<file path="config.mk">
export PLATFORM = sky130hd
export DESIGN_NAME = vga_timing_gen
export DESIGN_NICKNAME = d
export VERILOG_FILES = /design/src/rtl/vga_timing_gen.sv
export SDC_FILE = /design/constraint.sdc
export NUM_CORES = 1
export LEC_CHECK = 0
export ABC_AREA = 1
export ABC_CLOCK_PERIOD_IN_PS = 3000
export CAP_MARGIN = 20
export CORE_ASPECT_RATIO = 2
export CORE_UTILIZATION = 48
export DETAILED_ROUTE_END_ITERATION = 16
export PLACE_DENSITY = 0.84
export SYNTH_ARGS = -nofsm -noshare
export SYNTH_HDL_FRONTEND = slang
export SYNTH_SLANG_ARGS = --single-unit
</file>
<file path="constraint.sdc">
create_clock -name clk -period 3 [get_ports clk]
set_clock_uncertainty 0.1 [all_clocks]
set_input_delay 0.45 -clock clk [delete_from_list [all_inputs] [get_ports clk]]
set_output_delay 0.45 -clock clk [all_outputs]
set_load 0.02 [all_outputs]
</file>
<file path="src/rtl/vga_timing_gen.sv">
// VGA raster timing generator: pixel-rate strobe, coordinates, registered syncs and blanked colour.
// Optional macro VGA_RGB_REG_EN registers colour and delays syncs by one pixel for pin alignment.
module vga_timing_gen #(
    parameter int unsigned DIV       = 4,
    parameter int unsigned H_DISPLAY = 640,
    parameter int unsigned H_FP      = 16,
    parameter int unsigned H_SYNC    = 96,
    parameter int unsigned H_BP      = 48,
    parameter int unsigned V_DISPLAY = 480,
    parameter int unsigned V_FP      = 10,
    parameter int unsigned V_SYNC    = 2,
    parameter int unsigned V_BP      = 33
) (
    input  logic        clk,
    input  logic        reset,
    input  logic [11:0] rgb_in,
    output logic        p_tick,
    output logic [9:0]  pix_x,
    output logic [9:0]  pix_y,
    output logic        video_on,
    output logic        hsync,
    output logic        vsync,
    output logic        frame_tick,
    output logic [11:0] rgb_out
);

    localparam int unsigned H_TOTAL = H_DISPLAY + H_FP + H_SYNC + H_BP;
    localparam int unsigned V_TOTAL = V_DISPLAY + V_FP + V_SYNC + V_BP;
    localparam int unsigned DivW    = (DIV > 1) ? $clog2(DIV) : 1;

    localparam logic [DivW-1:0] DivLast    = DivW'(DIV - 1);
    localparam logic [9:0]      HLast      = 10'(H_TOTAL - 1);
    localparam logic [9:0]      VLast      = 10'(V_TOTAL - 1);
    localparam logic [9:0]      HSyncStart = 10'(H_DISPLAY + H_FP);
    localparam logic [9:0]      HSyncEnd   = 10'(H_DISPLAY + H_FP + H_SYNC - 1);
    localparam logic [9:0]      VSyncStart = 10'(V_DISPLAY + V_FP);
    localparam logic [9:0]      VSyncEnd   = 10'(V_DISPLAY + V_FP + V_SYNC - 1);

    logic [DivW-1:0] div_q, div_d;
    logic [9:0]      x_q, x_d, y_q, y_d;
    logic            hs_q, hs_d, vs_q, vs_d;
    logic            tick;

    always_comb begin
        tick  = (div_q == DivLast);
        div_d = tick ? '0 : div_q + DivW'(1);
        x_d   = x_q;
        y_d   = y_q;
        if (tick) begin
            if (x_q == HLast) begin
                x_d = '0;
                y_d = (y_q == VLast) ? '0 : y_q + 10'd1;
            end else begin
                x_d = x_q + 10'd1;
            end
        end
        // Syncs decoded from the next coordinates so the registers line up with pix_x/pix_y.
        hs_d = !((x_d >= HSyncStart) && (x_d <= HSyncEnd));
        vs_d = !((y_d >= VSyncStart) && (y_d <= VSyncEnd));
    end

    always_ff @(posedge clk) begin
        if (reset) begin
            div_q <= '0;
            x_q   <= '0;
            y_q   <= '0;
            hs_q  <= 1'b1;
            vs_q  <= 1'b1;
        end else begin
            div_q <= div_d;
            x_q   <= x_d;
            y_q   <= y_d;
            hs_q  <= hs_d;
            vs_q  <= vs_d;
        end
    end

    assign p_tick     = tick & ~reset;
    assign pix_x      = x_q;
    assign pix_y      = y_q;
    assign video_on   = (x_q < 10'(H_DISPLAY)) && (y_q < 10'(V_DISPLAY));
    assign frame_tick = p_tick && (x_q == HLast) && (y_q == VLast);

`ifdef VGA_RGB_REG_EN
    logic [11:0] rgb_q;
    logic        hs_dly_q, vs_dly_q;

    always_ff @(posedge clk) begin
        if (reset) begin
            rgb_q    <= '0;
            hs_dly_q <= 1'b1;
            vs_dly_q <= 1'b1;
        end else if (tick) begin
            rgb_q    <= video_on ? rgb_in : 12'h000;
            hs_dly_q <= hs_q;
            vs_dly_q <= vs_q;
        end
    end

    assign hsync   = hs_dly_q;
    assign vsync   = vs_dly_q;
    assign rgb_out = reset ? 12'h000 : rgb_q;
`else
    assign hsync   = hs_q;
    assign vsync   = vs_q;
    assign rgb_out = (video_on && !reset) ? rgb_in : 12'h000;
`endif

endmodule

</file>
==> flow_summary.json <==
{
  "critPathKind": "reg2out",
  "std_cell_rows": 28,
  "dieHeight_um": 79.9,
  "vias": 1637,
  "nNetsFinal": 312,
  "cp.required_ns": 2.45,
  "ys_warn_count": 0,
  "drv_cap": 0,
  "gp_congestion": 0.822,
  "run_status": "finished, final reports clean",
  "ant_nets": 0,
  "synth_seq_cells": 24,
  "grt_pass1_wl_um": 5990,
  "place_hpwl_um": 3010,
  "grt_pass1_vias": 1498,
  "final_hold_viol_count": 0,
  "final_common_cell": "nand2_1",
  "clockRootBuffer": "clkbuf_8",
  "wl_met2_um": 2180,
  "cts_buffers": 3,
  "avgSynthCellArea_um2": 6.04,
  "layout-drive-gt1-share_pct": 6.85,
  "cts_tree": "done",
  "cts_num_sinks": 24,
  "relSlewSlack_pct": 75.3,
  "synth_mux_area_share_pct": 0,
  "netlist_instances": 241,
  "htreeDepth": 1,
  "syn-num-nets": 259,
  "design_area_um2": 2030,
  "powerDensity_nw_per_um2": 291,
  "fin_hold_ws_ns": 0.331,
  "final.setup.tns_ns": 0,
  "rsz0062_at_grt": "false",
  "m1WireLength_um": 1400,
  "p_leak_nw": 0.926,
  "min_period_ns": 2.69,
  "drt-wirelength-per-cell_um": 11.7,
  "startpoint_type": "register",
  "viasPerCell": 5.08,
  "ir_worst_vdd_mv": 0.258,
  "drc": 0,
  "synthesis.area_um2": 1460,
  "yosys.area_share.simple_pct": 45.1,
  "insertion_delay_ns": 0.27,
  "die_area_um2": 3270,
  "setup_viol": 0,
  "fp.dieW_um": 41.0,
  "totalWireLength_um": 3780,
  "fmax_mhz": 371,
  "initial_core_util_pct": 50.1,
  "clock_path_buffers": 2,
  "yosys.area_share.xor_xnor_pct": 1.80,
  "cp.arrival_ns": 2.14,
  "clkTransAtPathRegs_ns": 0.07,
  "cp-end-kind": "primary output",
  "postLayoutCoreUtil_pct": 69.9,
  "drt-initial-drc-count": 41,
  "routed-wl-met3_um": 74,
  "crit_fanout": 12,
  "hold_class": "reg2reg",
  "first_pass_iters": 4,
  "area_growth_pct": 39.6,
  "io_pins": 51,
  "overflow": 0,
  "ys_seq_area_share_pct": 33.0,
  "portBuffers": 50,
  "top_layer_used": "met4",
  "final_max_slew_viol_count": 0,
  "core_um2": 2910,
  "synthAdderAreaFrac_pct": 3.44,
  "grt_max_degree": 18,
  "synth_top_family_by_area": "simple AND/OR/NAND/NOR gates",
  "grt_antenna_before_repair": 0,
  "placed_cell_area_um2": 1990,
  "total_power_mw": 0.591,
  "synth-compound-area-share_pct": 4.12,
  "yosys.cell_types.count": 23,
  "grt_use_total_pct": 25.8,
  "finalCritPeriodShare_pct": 89.8,
  "tightest_slew_ns": 0.369,
  "mostFrequentLayoutCells": "57 x nand2_1, 50 x nor2_1, 49 x clkdlybuf4s50_1, 40 x inv_1, 24 x dfxtp_1",
  "cts_setup_buffers": 0,
  "diodes": 0
}
synthesized netlist by cell type:
library cell | number | area (um2)
and2_1 | 1 | 6.26
nor2_2 | 3 | 18.8
nand2_1 | 57 | 214
clkinv_2 | 1 | 5.00
nand3_1 | 17 | 85.1
buf_2 | 1 | 5.00
o21ai_0 | 5 | 25.0
xor2_1 | 1 | 8.76
nor2_1 | 50 | 188
nand4_1 | 5 | 31.3
xnor2_1 | 2 | 17.5
nor3_1 | 8 | 40.0
inv_1 | 40 | 150
or2_2 | 2 | 12.5
nor2_4 | 1 | 11.3
ha_1 | 4 | 50.1
a21oi_1 | 7 | 35.0
nand3_2 | 3 | 30.0
inv_2 | 4 | 15.0
nand2_2 | 2 | 12.5
clkbuf_1 | 2 | 7.51
dfxtp_1 | 24 | 480
nand3b_1 | 1 | 7.51
repair_timing:
item,CTS,global route
setup endpoints to repair,0,1
hold buffers,0,0
gates resized for setup,0,1
metal layers:
| metal | vias to the layer above | track usage (%) |
|---|---|---|
| li1 | 838 | - |
| met1 | 758 | 24.7 |
| met2 | 30 | 46.6 |
| met3 | 11 | 2.51 |
| met4 | 0 | 15.3 |
| met5 | - | 0 |
critical path, stage by stage (launching register included):
cell	delay [ns]
dfxtp_1	0.36
inv_2	0.11
a21oi_1	0.09
nor3_1	0.24
nand2_1	0.28
nor2_1	0.16
clkdlybuf4s50_1	0.63
kinds of logic (layout without fill, tap and decap cells):
| group | count (synthesis) | after routing |
|---|---|---|
| and+or+nand+nor | 150 | 150 |
| buffers and inverters | 48 | 99 |
| DFF | 24 | 24 |
| AOI/OAI and AO/OA | 12 | 12 |
| adders and majority gates | 4 | 4 |
| xor gates and xnor gates | 3 | 3 |
path summary, 6_finish.rpt:
kind	start	end	slack [ns]	cells after the start
setup reg to reg	div_q[0]	hsync	0.99	8
hold reg to reg	div_q[0]	div_q[0]	0.33	1
setup / recovery	pix_x[7]	rgb_out[5]	0.31	6
hold / removal	div_q[0]	div_q[0]	0.33	1
state kept, by name, indices dropped and copies added (netlist names):
signal  flops
hsync       1
pix_x      10
vsync       1
div_q       2
pix_y      10
through the flow:
step | worst slack, ns | std cells
2_1_floorplan | 0.676 | 241
3_3_place_gp | 0.365 | 319
3_5_place_dp | 0.350 | 319
4_1_cts | 0.0524 | 322
5_1_grt | 0.118 | 322
6_report | 0.306 | 322
area by class of cell:
cell class,count,area (um2)
sequential,24,480
tap,30,37.5
clock buffer,3,41.3
multi-input combinational,169,793
fill,268,875
inverter,45,170
timing repair buffer,51,510
where the power goes:
group	leakage [nW]	switching [mW]	internal [mW]	total, mW
Clock	0.0216	0.0962	0.0898	0.186
Sequential	0.194	0.00320	0.323	0.326
Combinational	0.711	0.0389	0.0400	0.0789
Note: power is estimated with default switching activity, not from simulation.
